==> config.mk <==
export PLATFORM = sky130hd
export DESIGN_NAME = rvfpm_issue_queue
export DESIGN_NICKNAME = d
export VERILOG_FILES = /design/src/rtl/rvfpm_pkg.sv /design/src/rtl/rvfpm_id_pipe.sv /design/src/rtl/rvfpm_issue_queue.sv
export SDC_FILE = /design/constraint.sdc
export NUM_CORES = 1
export LEC_CHECK = 0
export ABC_AREA = 1
export BUFFER_PORTS_ARGS = -buffer_cell sky130_fd_sc_hd__clkbuf_2
export CORE_UTILIZATION = 48
export DETAILED_ROUTE_END_ITERATION = 8
export GPL_ROUTABILITY_DRIVEN = 0
export PLACE_DENSITY = 0.82
export SLEW_MARGIN = 20
export SYNTH_ARGS = -nofsm -noshare
export SYNTH_HDL_FRONTEND = slang
export SYNTH_SLANG_ARGS = --single-unit
==> constraint.sdc <==
create_clock -name ck -period 2 [get_ports ck]
set_input_delay 0.2 -clock ck [delete_from_list [all_inputs] [get_ports ck]]
set_output_delay 0.2 -clock ck [all_outputs]
set_load 0.01 [all_outputs]
==> src/rtl/rvfpm_pkg.sv <==
`default_nettype none
// ============================================================================
//  Module      : rvfpm_pkg
//  Description : Shared types and width helpers for the rvfpm issue front-end.
//  Revision    : 1.0  initial release
// ============================================================================
package rvfpm_pkg;

    localparam int C_X_ID_WIDTH  = 4;
    localparam int C_INSTR_WIDTH = 32;

    // Reference layouts at the default widths; parameterised blocks keep the
    // same {valid, id, instr} ordering with their own field widths.
    typedef struct packed {
        logic                     valid;
        logic [C_X_ID_WIDTH-1:0]  id;
        logic [C_INSTR_WIDTH-1:0] instr;
    } rvfpm_q_entry_t;

    typedef struct packed {
        logic                    valid;
        logic [C_X_ID_WIDTH-1:0] id;
    } rvfpm_pipe_entry_t;

    function automatic int ptr_width(input int depth);
        return (depth > 1) ? $clog2(depth) : 1;
    endfunction

    function automatic int count_width(input int depth);
        return $clog2(depth + 1);
    endfunction

endpackage
`default_nettype wire

==> src/rtl/rvfpm_id_pipe.sv <==
`default_nettype none
// ============================================================================
//  Module      : rvfpm_id_pipe
//  Description : {valid, id} shift register shadowing the FPU pipeline, with
//                stall hold, kill-by-ID clear and completion report.
//  Revision    : 1.0  initial release
// ============================================================================
module rvfpm_id_pipe
    import rvfpm_pkg::*;
#(
    parameter int X_ID_WIDTH      = 4,
    parameter int PIPELINE_STAGES = 4
) (
    input  logic                                       ck,
    input  logic                                       rst,
    input  logic                                       stall,
    input  logic                                       in_valid,
    input  logic [X_ID_WIDTH-1:0]                      in_id,
    input  logic                                       kill_valid,
    input  logic [X_ID_WIDTH-1:0]                      kill_id,
    output logic                                       done_valid,
    output logic [X_ID_WIDTH-1:0]                      done_id,
    output logic [PIPELINE_STAGES-1:0][X_ID_WIDTH-1:0] pipeline_ids
);

    localparam int C_LAST = PIPELINE_STAGES - 1;

    logic [PIPELINE_STAGES-1:0]                 r_valid;
    logic [PIPELINE_STAGES-1:0][X_ID_WIDTH-1:0] r_id;
    logic [PIPELINE_STAGES-1:0]                 w_hit;
    logic [PIPELINE_STAGES-1:0]                 w_src_valid;
    logic [PIPELINE_STAGES-1:0][X_ID_WIDTH-1:0] w_src_id;

    for (genvar s = 0; s < PIPELINE_STAGES; s++) begin : g_stage
        assign w_hit[s] = kill_valid & (r_id[s] == kill_id);
        if (s == 0) begin : g_first
            assign w_src_valid[s] = in_valid;
            assign w_src_id[s]    = in_id;
        end else begin : g_rest
            // A killed entry keeps travelling as a bubble carrying its ID.
            assign w_src_valid[s] = r_valid[s-1] & ~w_hit[s-1];
            assign w_src_id[s]    = r_id[s-1];
        end
    end

    always_ff @(posedge ck) begin
        if (rst) begin
            r_valid <= '0;
            r_id    <= '0;
        end else if (!stall) begin
            r_valid <= w_src_valid;
            r_id    <= w_src_id;
        end else begin
            r_valid <= r_valid & ~w_hit;
        end
    end

    assign done_valid   = r_valid[C_LAST] & ~stall & ~w_hit[C_LAST];
    assign done_id      = r_id[C_LAST];
    assign pipeline_ids = r_id;

endmodule
`default_nettype wire

==> src/rtl/rvfpm_issue_queue.sv <==
`default_nettype none
// ============================================================================
//  Module      : rvfpm_issue_queue
//  Description : Offloaded-instruction FIFO feeding the rvfpm FPU datapath with
//                per-stage ID tracking. Define RVFPM_KILL_EN for kill-by-ID.
//  Revision    : 1.0  initial release
// ============================================================================
module rvfpm_issue_queue
    import rvfpm_pkg::*;
#(
    parameter int X_ID_WIDTH      = 4,
    parameter int QUEUE_DEPTH     = 4,
    parameter int PIPELINE_STAGES = 4,
    parameter int INSTR_WIDTH     = 32
) (
    input  logic                                       ck,
    input  logic                                       rst,
    input  logic                                       in_valid,
    output logic                                       in_ready,
    input  logic [INSTR_WIDTH-1:0]                     in_instr,
    input  logic [X_ID_WIDTH-1:0]                      in_id,
    input  logic                                       pipe_stall,
    output logic                                       issue_valid,
    output logic [INSTR_WIDTH-1:0]                     issue_instr,
    output logic [X_ID_WIDTH-1:0]                      issue_id,
    output logic                                       done_valid,
    output logic [X_ID_WIDTH-1:0]                      done_id,
`ifdef RVFPM_KILL_EN
    input  logic                                       kill_valid,
    input  logic [X_ID_WIDTH-1:0]                      kill_id,
`endif
    output logic [$clog2(QUEUE_DEPTH+1)-1:0]           queue_count,
    output logic [QUEUE_DEPTH-1:0][X_ID_WIDTH-1:0]     queue_ids,
    output logic [PIPELINE_STAGES-1:0][X_ID_WIDTH-1:0] pipeline_ids
);

    localparam int                 C_PTR_W    = ptr_width(QUEUE_DEPTH);
    localparam int                 C_CNT_W    = count_width(QUEUE_DEPTH);
    localparam logic [C_PTR_W-1:0] C_PTR_LAST = C_PTR_W'(QUEUE_DEPTH - 1);
    localparam logic [C_CNT_W-1:0] C_CNT_FULL = C_CNT_W'(QUEUE_DEPTH);

    logic [QUEUE_DEPTH-1:0]                  r_valid;
    logic [QUEUE_DEPTH-1:0][X_ID_WIDTH-1:0]  r_id;
    logic [QUEUE_DEPTH-1:0][INSTR_WIDTH-1:0] r_instr;
    logic [C_PTR_W-1:0]                      r_head;
    logic [C_PTR_W-1:0]                      r_tail;
    logic [C_CNT_W-1:0]                      r_count;

    logic                  w_push;
    logic                  w_pop;
    logic                  w_issue;
    logic                  w_nonempty;
    logic                  w_kill_valid;
    logic [X_ID_WIDTH-1:0] w_kill_id;
    logic                  w_s0_valid;
    logic [X_ID_WIDTH-1:0] w_s0_id;

    function automatic logic [C_PTR_W-1:0] f_next(input logic [C_PTR_W-1:0] p);
        return (p == C_PTR_LAST) ? '0 : p + C_PTR_W'(1);
    endfunction

`ifdef RVFPM_KILL_EN
    assign w_kill_valid = kill_valid;
    assign w_kill_id    = kill_id;
`else
    assign w_kill_valid = 1'b0;
    assign w_kill_id    = '0;
`endif

    assign w_nonempty = (r_count != '0);
    assign w_issue    = w_nonempty & r_valid[r_head] & ~pipe_stall;
`ifdef RVFPM_KILL_EN
    // A killed head is discarded even while the pipeline is frozen.
    assign w_pop      = w_issue | (w_nonempty & ~r_valid[r_head]);
`else
    assign w_pop      = w_issue;
`endif
    assign in_ready   = ~rst & (r_count < C_CNT_FULL);
    assign w_push     = in_valid & in_ready;

    always_ff @(posedge ck) begin
        if (rst) begin
            r_valid <= '0;
            r_id    <= '0;
            r_instr <= '0;
            r_head  <= '0;
            r_tail  <= '0;
            r_count <= '0;
        end else begin
            for (int i = 0; i < QUEUE_DEPTH; i++) begin
                if (w_kill_valid && (r_id[i] == w_kill_id)) begin
                    r_valid[i] <= 1'b0;
                end
            end
            if (w_pop) begin
                r_valid[r_head] <= 1'b0;
                r_head          <= f_next(r_head);
            end
            // Placed after the kill loop so a same-cycle push survives a kill.
            if (w_push) begin
                r_valid[r_tail] <= 1'b1;
                r_id[r_tail]    <= in_id;
                r_instr[r_tail] <= in_instr;
                r_tail          <= f_next(r_tail);
            end
            case ({w_push, w_pop})
                2'b10:   r_count <= r_count + C_CNT_W'(1);
                2'b01:   r_count <= r_count - C_CNT_W'(1);
                default: r_count <= r_count;
            endcase
        end
    end

    assign issue_valid = w_issue;
    assign issue_instr = r_instr[r_head];
    assign issue_id    = r_id[r_head];
    assign queue_count = r_count;
    assign queue_ids   = r_id;

    assign w_s0_valid  = w_issue & ~(w_kill_valid & (r_id[r_head] == w_kill_id));
    assign w_s0_id     = w_issue ? r_id[r_head] : '0;

    rvfpm_id_pipe #(
        .X_ID_WIDTH      (X_ID_WIDTH),
        .PIPELINE_STAGES (PIPELINE_STAGES)
    ) u_id_pipe (
        .ck           (ck),
        .rst          (rst),
        .stall        (pipe_stall),
        .in_valid     (w_s0_valid),
        .in_id        (w_s0_id),
        .kill_valid   (w_kill_valid),
        .kill_id      (w_kill_id),
        .done_valid   (done_valid),
        .done_id      (done_id),
        .pipeline_ids (pipeline_ids)
    );

endmodule
`default_nettype wire

Word level (Yosys, flattened, before mapping)
Cells that the tools add are included.
W data, S select, Z words.
Storage, ports and cells
  register bits: 175
  input bits: 40
  output and inout port bits: 78
  word-level logic and storage cells: 71
Operators by class
  add/sub/neg operators: 4
  magnitude comparators: 5
  equal/unequal tests: 4
  multiplexer cells: 27
  bitwise logic cells: 10
  reductions and logical operators: 4
Operators by type and width (number)
  $bwmux W128: 1
  $bmux W32 S2: 1
  $demux W32 S2: 1
  $mux W32: 2
  $mux W4: 6
  $bwmux W16: 1
  $bmux W4 S2: 1
  $demux W4 S2: 1
  $mux W1: 7
  $eq A2 B2 Y1 const B: 3
  $lt A2 B3 Y1 const B: 2
  $pmux W3 S2: 1
  $and A1 B1 Y1: 5
  $add A2 B1 Y2 const B: 2
  $and A4 B4 Y4: 1
  $demux W1 S2: 2
  $ge A2 B1 Y1 const B: 2
  $mux W2: 2
  $not A4 Y4: 1
  $or A4 B4 Y4: 1
  $add A3 B1 Y3 const B: 1
  $lt A3 B3 Y1 const B: 1
  $reduce_bool A3 Y1: 1
  $sub A3 B1 Y3 const B: 1
  other kinds (5): 7

Longest topological paths before layout
Gate-level depths: netlist of run 1.
  depth in word-level cells: 10
  gate-level depth with buffers: 14

Modules after synthesis
From an unflattened synthesis of run 1, not the netlist that was laid out.
Unflattened totals
  cells, all modules: 1077
  area total of the unflattened synthesis: 7820.0 sq um
By module, submodules not included
  rvfpm_issue_queue: instances 1, cells each 932, area each 6852.8 sq um, seq. area each 3103.0 sq um
  rvfpm_id_pipe: instances 1, cells each 145, area each 967.2 sq um, seq. area each 400.4 sq um

Worst setup path before layout of run 1
Ideal clock, no wire load.
  path kind: reg-to-reg
  from: register r_count[2], in the netlist queue_count[2]
  to: register r_count[2], in the netlist queue_count[2]
  setup time: 128 ps
  arrival time: 2138 ps
  data required time: 1872 ps
  setup slack: -266 ps
  stages on the path, launching flop included: 13
  buffers on the path: 0
  period minus slack after synthesis: 2266 ps
  path through: dfxtp_1 > inv_1 > a21oi_1 > nand2_1 > inv_1 > ha_1 > inv_1 > fa_1 > inv_1 > a21oi_1 > o21ai_0 > xor2_1 > nor2_1
Between the ends
  cells in the longest elaborated chain, start to end: 5
  elaborated cells between the ends (all ways): 12
  those cells by class: add/sub (2); order compare (1); eq/ne (2); mux (1); bitwise (4); reduce/logical (2)
Ends and longest elaborated chain
  start, declared: RTL line rvfpm_issue_queue.sv:47  | logic [C_CNT_W-1:0] r_count;
  start signal, assigned: RTL line rvfpm_issue_queue.sv:107  | 2'b10: r_count <= r_count + C_CNT_W'(1);
  start signal, assigned: RTL line rvfpm_issue_queue.sv:108  | 2'b01: r_count <= r_count - C_CNT_W'(1);
  start signal, assigned: RTL line rvfpm_issue_queue.sv:109  | default: r_count <= r_count;
  $reduce_bool A3 Y1 *: RTL line rvfpm_issue_queue.sv:70  | assign w_nonempty = (r_count != '0);
  $and A1 B1 Y1 * (2 in series): RTL line rvfpm_issue_queue.sv:71  | assign w_issue = w_nonempty & r_valid[r_head] & ~pipe_stall;
  net issue_valid: RTL line rvfpm_issue_queue.sv:23  | output logic issue_valid,
  $eq A2 B1 Y1 or $eq A2 B2 Y1 (tied branches): RTL line rvfpm_issue_queue.sv:106  | case ({w_push, w_pop})
  $pmux W3 S2 or $reduce_bool A2 Y1 (tied branches)
Mark *: on every way through the listed nets, which the timed path passes. The rest lies on a longest branch.
A chain may end at the register's enable or synchronous reset.

Final worst setup path of run 1
  from: register r_head[0]
  to: output issue_instr[26]
Between the ends
  cells in the longest elaborated chain, start to end: 2
Ends and longest elaborated chain
  start, declared: RTL line rvfpm_issue_queue.sv:45  | logic [C_PTR_W-1:0] r_head;
  start signal, assigned: RTL line rvfpm_issue_queue.sv:97  | r_head <= f_next(r_head);
  $bmux W32 S2: RTL line rvfpm_issue_queue.sv:115  | assign issue_instr = r_instr[r_head];
  $mux W32 (implied by the code): RTL line rvfpm_issue_queue.sv:115
  end, declared: RTL line rvfpm_issue_queue.sv:24  | output logic [INSTR_WIDTH-1:0] issue_instr,
No other way between the ends. The select of a mux whose other input is x is not followed.

==> results of run 1 <==
[per-stage QoR]
| stage | total power, mW | instance area, µm² | hold slack, ps | utilization (%) |
|---|---|---|---|---|
| 2_1_floorplan | 4.21 | 7460 | 365 | - |
| 3_3_place_gp | 4.52 | 8140 | 441 | 53.8 |
| 3_5_place_dp | 4.53 | 8140 | 447 | 53.8 |
| 4_1_cts | 7.86 | 8760 | 55.2 | 57.9 |
| 5_1_grt | 8.13 | 8830 | 69.2 | 58.3 |
| 6_report | 7.86 | 8830 | 62.9 | 58.3 |
[state kept, by name, summed over array words and instances, names as in the netlist]
signal	count
r_head	2
r_valid	4
queue_count	3
r_instr	128
u_id_pipe.done_id	4
r_tail	2
queue_ids	16
u_id_pipe.pipeline_ids	12
u_id_pipe.r_valid	4
[area by class of cell]
| class | instances | area (µm²) |
|---|---|---|
| Inverter | 27 | 104 |
| Multi-Input combinational cell | 721 | 3450 |
| Tap cell | 188 | 235 |
| Sequential cell | 175 | 3510 |
| Fill cell | 1379 | 6320 |
| Timing Repair Buffer | 150 | 931 |
| Clock buffer | 23 | 468 |
| Clock inverter | 9 | 131 |
[per-layer routing]
metal	vias to the layer above	track usage [%]	routed length [µm]
met5	-	0	0
met4	0	10.3	498
met3	49	5.44	2080
met2	399	42.7	10100
met1	3457	34.6	8920
li1	3601	-	-
[synthesized netlist by cell type, drive strengths merged]
cell type	instances
dfxtp	175
buf	25
clkbuf	70
ha	9
nor2	103
xor2	1
fa	1
inv	27
nand3	143
nand2	171
a21oi	158
o21ai	93
nor3b	1
o211ai	9
o22ai	32
[worst reg2reg max path, delay by kind of cell, from the launching register on]
family,cells,cell delay (ps)
AO/OA/AOI/OAI,2,150
flip-flops,1,350
XOR/XNOR,1,150
adder cells (fa/ha/maj),2,450
buffers and inverters,4,330
AND/OR/NAND/NOR,4,310
[logic make-up (layout without fill, tap and decap cells)]
family | after synthesis | count (layout) | synth area share [%]
AOI/OAI and AO/OA | 292 | 292 | 20.5
adders and majority gates | 10 | 10 | 1.78
and+or+nand+nor | 418 | 418 | 23.7
DFF | 175 | 175 | 47.1
buffers and inverters | 122 | 209 | 6.73
xor gates and xnor gates | 1 | 1 | 0.118
[repair_timing]
| action | CTS | global route |
|---|---|---|
| gates resized for setup | 5 | 8 |
| pin swaps | 0 | 2 |
| endpoints found under the setup margin | 32 | 7 |
| cloned | 0 | 1 |
| buffers inserted | 0 | 2 |
| hold buffers | 0 | 0 |
| hold endpoints to repair | 0 | 0 |
[final timing paths]
kind                                           from                                end
setup / recovery             r_head[0]$_SDFFE_PP0N_                    issue_instr[26]
hold / removal                          in_instr[6]           r_instr[38]$_SDFFE_PP0P_
setup reg to reg             r_head[1]$_SDFFE_PP0N_        queue_count[2]$_SDFFE_PP0P_
hold reg to reg   u_id_pipe.r_valid[3]$_SDFFE_PP0N_  u_id_pipe.r_valid[3]$_SDFFE_PP0N_
[report_power, final]
part           internal, mW  leakage (nW)  switching [mW]
combinational         0.272          1.68           0.565
clock                  2.03         0.284            1.35
sequential             3.59          1.42          0.0588
total                  5.89          3.39            1.97
==> flow_summary.toml, run 1 <==
[status]
status = "complete, no violations"

[routing]
routedWlPerCell_um = 16.7
vias = 7506
wirelength_um = 21500
drtAntennaViolNets = 0
drt_first_pass_iters = 5
avgViaCountPerCell = 5.81
first_iter_violations = 845
drc_errors = 0

[critical_path]
critPathRequiredTime_ps = 1800
r2r_slack_ps = 130
crit_fanout = 65
critical_path.top_delay_family = "buffers and inverters"
crit_buf_inv = 3
max_stage_delay_ps = 380
criticalPathCategory = "register to output pin"
rr_worst_depth = 13
cp-end-kind = "output pin"
slowest_stage = "dfxtp_4"
path_depth = 5
critPathArrivalTime_ps = 1780
start_kind = "register"
path_cells = "inv_4, buf_12, o21ai_0, o22ai_1, clkbuf_2"

[power]
ir_worst_vdd_uv = 889
p_per_area_nw_per_um2 = 891
leakagePower_nw = 3.39

[final_layout]
final_nets = 1142
final_cell_mix = "dfxtp_1, nand2_1, a21oi_1"
area_delta_synth_final_pct = 18.8
n_antenna_cell = 0
drive_above_1_share_pct = 17.0
final_common_cell = "dfxtp_1"
instances_no_fill = 1293

[yosys]
synth_seq_cells = 175
synth.distinct_cells = 17
ys_warn_count = 0
syn_area_um2 = 7430
synthTopCellsByArea = "dfxtp_1, a21oi_1, nand3_1, nand2_1, o21ai_0"
avgSynthCellArea_um2 = 7.30
synth_cells = 1018
synth_top_area_share_pct = 47.1
syn_nets = 1068
yosysTopAreaCell = "dfxtp_1"
ys_seq_area_share_pct = 47.1

[sta]
setup_tns_ps = 0
finalMaxSlewViolations = 0
fmax_ghz = 0.505
post-route-min-period_ps = 1980
setup_violations = 0
rsz0062_at_grt = "no"
finClkSkew_ps = 6.61
hold_violations = 0
relSlewSlack_pct = 52.1
worst_pin_slew_ps = 718
period_share_pct = 98.9
fin_ws_ps = 21.2

[placement]
place_hpwl_um = 11700
post-place-ws_ps = 108
io_buffer_count = 117
place_inst = 1258

[clock_network]
cts_buffers = 17
cts_tree = "done"
cts_sinks = 175
cts_buffer_depth = 2
ctsHtreeMaxLevel = 4
clkLatencyLatePin_ps = 430
path_clk_slew_ps = 60
cts_root_buf = "clkbuf_16"

[global_route]
grt_use_total_pct = 26.4
grt_start_max_net_pins = 150
antenna_found_initial = 0
grt_pass1_wl_um = 33700
overflow = 0
grt_pass1_vias = 6569

[die]
rows = 45
die_h_um = 126
core_um2 = 15100
pin_count = 118
initial_utilization_pct = 49.1
die_area_um2 = 16000
die_width_um = 126

[run]
maxCapViolCount = 0

[worst_hold_path]
whs_path_depth = 3
hp-class = "input port to register"
No activity file was read; power rests on OpenSTA's default activity.
==> run 2: changes to the inputs <==
==> constraint.sdc (replaced) <==
create_clock -name ck -period 2 [get_ports ck]
set_input_delay 0.2 -clock ck [delete_from_list [all_inputs] [get_ports ck]]
set_output_delay 0.2 -clock ck [all_outputs]
set_load 0.02 [all_outputs]
==> run 2 against run 1 <==
Power grew 1.6%. Via count increased by 0.43%. Sequential share of layout area about the same. Fmax grew 3.5%. Largest power group unchanged. Final cell count about the same. Worst setup slack gained 67 ps. Clock skew up 2.9 ps. Global-route usage up 0.097 points. Routed wire length barely moved. Combinational power up 8.6%. Critical path depth shrank 1. Flip-flop and latch count is the same.
==> flow_summary.toml, run 2 (synthesis results as in run 1) <==
[status]
status = "complete, no violations"

[clock_network]
cts_buffers = 17
cts_root_buf = "clkbuf_16"
hold_buffers = 0
ctsHtreeMaxLevel = 4
cts_tree = "done"
clkLatencyLatePin_ps = 430
path_clk_slew_ps = 70
cts_buffer_depth = 2
cts_sinks = 175

[sta]
hold_violations = 0
setup_violations = 0
finClkSkew_ps = 9.46
fmax_ghz = 0.523
finalMaxSlewViolations = 0
post-route-min-period_ps = 1910
relSlewSlack_pct = 39.7
rsz0062_at_grt = "no"
period_share_pct = 95.6
setup_tns_ps = 0
worst_pin_slew_ps = 904

[placement]
place_hpwl_um = 12000
place_inst = 1260
io_buffer_count = 117

[global_route]
use_met2_pct = 43.0
antenna_found_initial = 0
grt_use_total_pct = 26.5
grt_pass1_wl_um = 33900
top_usage_layer = "met2"
grt_pass1_vias = 6805
grt_util_met3_pct = 5.27
overflow = 0
grt_start_max_net_pins = 141
grt_util_met1_pct = 34.7

[final_layout]
final_cell_mix = "dfxtp_1, nand2_1, a21oi_1"
num-fill-cells = 1385
area_delta_synth_final_pct = 19.1
final_common_cell = "dfxtp_1"
instances_no_fill = 1294
n_antenna_cell = 0
top_register = "r_instr"
final_nets = 1144
largest_reg_flops = 128
drive_above_1_share_pct = 17.9

[critical_path]
r2r_slack_ps = 110
critical_path.top_delay_family = "buffers and inverters"
start_kind = "register"
crit_fanout = 49
rr_startpoint = "r_head[0]$_SDFFE_PP0N_"
cp-end-kind = "output pin"
path_depth = 4
slowest_stage = "dfxtp_4"
r2r-end = "queue_count[2]$_SDFFE_PP0P_"
path_cells = "buf_12, o21ai_0, o22ai_1, clkbuf_2"
criticalPathCategory = "register to output pin"
critPathRequiredTime_ps = 1800
critPathArrivalTime_ps = 1710
rr_worst_depth = 14
cp-startpoint = "r_head[0]$_SDFFE_PP0N_"
worstSetupEndpoint = "issue_instr[10]"
max_stage_delay_ps = 400
crit_buf_inv = 2

[run]
maxCapViolCount = 0

[die]
die_area_um2 = 16000
initial_utilization_pct = 49.1
rows = 45
pin_count = 118
core_um2 = 15100
die_h_um = 126
die_width_um = 126

[power]
ir_worst_vdd_uv = 620
p_per_area_nw_per_um2 = 902
leakagePower_nw = 3.42

[routing]
drtAntennaViolNets = 0
drc_errors = 0
avgViaCountPerCell = 5.83
routedWlPerCell_um = 16.7
first_iter_violations = 967
drt_first_pass_iters = 5
wirelength_um = 21600
vias = 7538

[worst_hold_path]
hp-class = "input port to register"
worstHoldStart = "in_instr[11]"
-- run 2: cell count changes in the layout (fill, tap and decap cells not counted), sizes merged --
| cell | change |
|---|---|
| clkinvlp | -1 |
| inv | +3 |
| clkinv | +1 |
| clkbuf | -4 |
| buf | +2 |
-- run 2: what timing repair did --
item,in CTS,in global routing
endpoints found under the setup margin,27,61
cloned,0,1
buffers inserted,0,2
pin swaps,0,3
gates resized for setup,8,14
-- run 2: metal layers --
layer,share of wire (%),routed length [µm]
met3,8.4,1810
met5,0,0
met1,42,9090
met2,48,10300
met4,1.9,409
-- run 2: worst register-to-register path: cells and delay by family, from the launching register on --
kind / cells / cell delay, ps
compound gates: 2 / 140
xor+xnor: 1 / 150
fa+ha+maj: 2 / 450
buf+inv: 4 / 250
flops: 1 / 400
simple gates: 5 / 370
-- run 2: report_power, final --
group	internal (mW)	total [mW]	leakage [nW]	switching (mW)
clock	2.03	3.43	0.297	1.40
sequential	3.59	3.65	1.42	0.0592
combinational	0.275	0.909	1.70	0.634
total	5.90	7.99	3.42	2.09
-- run 2: area by class of cell --
class	count	area [µm²]	share of cell area [%]
tap	188	235	2.66
inverter	27	106	1.20
multi-input combinational	721	3460	39.1
timing repair buffer	152	926	10.5
clock inverter	12	156	1.77
clock buffer	19	453	5.12
sequential	175	3510	39.7
-- run 2: through the flow --
step / hold slack, ps / power (mW) / area (µm²) / utilization, % / setup WS, ps
after floorplan: 365 / 4.27 / 7470 / - / 15.3
after global placement: 440 / 4.59 / 8140 / 53.7 / 81.5
after detailed placement: 449 / 4.60 / 8140 / 53.7 / 62.9
after CTS: 52.2 / 7.98 / 8780 / 58.0 / 7.45
after global routing: 67.3 / 8.25 / 8850 / 58.5 / 5.90
final: 59.9 / 7.99 / 8850 / 58.5 / 88.2
-- run 2: worst min path at each step --
stage | to | slack (ps) | cells after the start
finish | r_instr[11]$_SDFFE_PP0P_ | 60 | 3
floorplan | r_instr[46]$_SDFFE_PP0P_ | 360 | 2
CTS | r_instr[11]$_SDFFE_PP0P_ | 50 | 3
global placement | u_id_pipe.r_valid[3]$_SDFFE_PP0N_ | 440 | 2
detailed placement | r_instr[39]$_SDFFE_PP0P_ | 450 | 2
global route | r_instr[8]$_SDFFE_PP0P_ | 70 | 3
==> run 3: changes to the inputs <==
--- a/config.mk
+++ b/config.mk
@@ -6,7 +6,7 @@
 export NUM_CORES = 1
 export LEC_CHECK = 0
 export ABC_AREA = 1
-export BUFFER_PORTS_ARGS = -buffer_cell sky130_fd_sc_hd__clkbuf_2
+export BUFFER_PORTS_ARGS = -buffer_cell sky130_fd_sc_hd__buf_2
 export CORE_UTILIZATION = 48
 export DETAILED_ROUTE_END_ITERATION = 8
 export GPL_ROUTABILITY_DRIVEN = 0
==> run 3 against run 2 <==
Flip-flop and latch count unchanged. Critical path type unchanged. Clock power decreased by 8.2%. Combinational power down 1%. Worst setup slack got worse by 39 ps. Sequential share of layout area grew 0.31 points. Global-route usage fell by 0.084 points. Core utilization decreased by 0.45 points. Non-clock buffer count is 1 lower.
==> flow_summary.toml, run 3 (synthesis results as in run 1) <==
[clock_network]
cts_sinks = 175
hold_buffers = 0
cts_root_buf = "clkbuf_16"
cts_tree = "done"
path_clk_slew_ps = 70
clkLatencyLatePin_ps = 430
cts_buffers = 17
cts_buffer_depth = 2
ctsHtreeMaxLevel = 4

[sta]
relSlewSlack_pct = 35.2
fmax_ghz = 0.513
post-route-min-period_ps = 1950
rsz0062_at_grt = "yes"
finClkSkew_ps = 8.80
fin_ws_ps = 49.1
setup_violations = 0
period_share_pct = 97.5
finalMaxSlewViolations = 0
worst_pin_slew_ps = 971
hold_violations = 0

[global_route]
grt_pass1_wl_um = 33800
overflow = 0
grt_start_max_net_pins = 91
grt_use_total_pct = 26.4
grt_pass1_vias = 6800
antenna_found_initial = 0

[run]
maxCapViolCount = 0

[routing]
drtAntennaViolNets = 0
first_iter_violations = 811
avgViaCountPerCell = 5.75
drt_first_pass_iters = 6
wirelength_um = 21200
routedWlPerCell_um = 16.4
drc_errors = 0
vias = 7446

[final_layout]
drive_above_1_share_pct = 17.7
final_common_cell = "dfxtp_1"
multi_input_area_um2 = 3470
area_delta_synth_final_pct = 18.2
instances_no_fill = 1294
final_nets = 1143
largest_reg_flops = 128
num-fill-cells = 1400
final_area_um2 = 8790
seqCellArea_um2 = 3510
n_antenna_cell = 0
final_cell_mix = "dfxtp_1, nand2_1, a21oi_1"
top_register = "r_instr"

[critical_path]
path_cells = "buf_4, o21ai_0, o22ai_1, buf_2"
max_stage_delay_ps = 380
critPathArrivalTime_ps = 1750
critical_path.top_delay_family = "buffers and inverters"
cp-end-kind = "output pin"
criticalPathCategory = "register to output pin"
crit_fanout = 30
start_kind = "register"
crit_buf_inv = 2
r2r_slack_ps = 110
slowest_stage = "dfxtp_4"
critPathRequiredTime_ps = 1800

[placement]
dpl_cell_area_um2 = 8140
place_inst = 1260
place_hpwl_um = 12200
post-place-ws_ps = 63.8
io_buffer_count = 117

[worst_hold_path]
hp-class = "input port to register"

[die]
die_width_um = 126
rows = 45
initial_utilization_pct = 49.1
core_um2 = 15100
die_h_um = 126
die_area_um2 = 16000
pin_count = 118

[status]
status = "complete, no violations"

[power]
ir_worst_vdd_uv = 568
leakagePower_nw = 3.42
p_per_area_nw_per_um2 = 875
## run 3: per-layer routing
metal	GRT usage, %	wire length (µm)
met5	0	0
met3	5.69	1620
met2	43.4	10100
met1	34.1	9180
met4	9.71	371
## run 3: cell type report
cell class,count,share of cell area [%]
clock buffer,24,5.37
clock inverter,8,0.926
inverter,27,1.18
multi-input combinational,721,39.5
sequential,175,40.0
tap,188,2.68
timing repair buffer,151,10.4
## run 3: timing repair
item | CTS | global route
setup endpoints to repair | 15 | 19
gates resized for setup | 3 | 18
buffers inserted | 0 | 1
endpoints found under the hold margin | 0 | 0
cloned | 0 | 1
pin swaps | 0 | 2
## run 3: per-stage QoR
step | total power [mW] | hold slack [ps] | utilization (%) | TNS [ps]
floorplan | 4.27 | 365 | - | 0
global placement | 4.58 | 440 | 53.7 | 0
detailed placement | 4.60 | 446 | 53.7 | 0
CTS | 7.70 | 58.6 | 57.5 | 0
global route | 7.95 | 70.0 | 58.0 | -82.8
finish | 7.69 | 71.1 | 58.0 | 0
## run 3: path summary, 6_finish.rpt
path                                                   startpoint                           endpoint  cells past startpoint
worst min register to register  u_id_pipe.r_valid[3]$_SDFFE_PP0N_  u_id_pipe.r_valid[3]$_SDFFE_PP0N_                      2
worst max register to register        queue_count[2]$_SDFFE_PP0P_          queue_ids[9]$_SDFFE_PP0P_                      7
worst min-delay path                                 in_instr[13]           r_instr[77]$_SDFFE_PP0P_                      3
worst max-delay path                       r_head[0]$_SDFFE_PP0N_                     issue_instr[0]                      4
## run 3: worst min-delay path, delay by kind of cell
family / cells / cell delay [ps]
compound gates: 1 / 60
buf+inv: 1 / 120
simple gates: 1 / 70
## run 3: power by group
part           switching [mW]  internal, mW  total (mW)
logic                   0.623         0.277       0.900
clock network            1.36          1.78        3.15
registers              0.0580          3.59        3.65
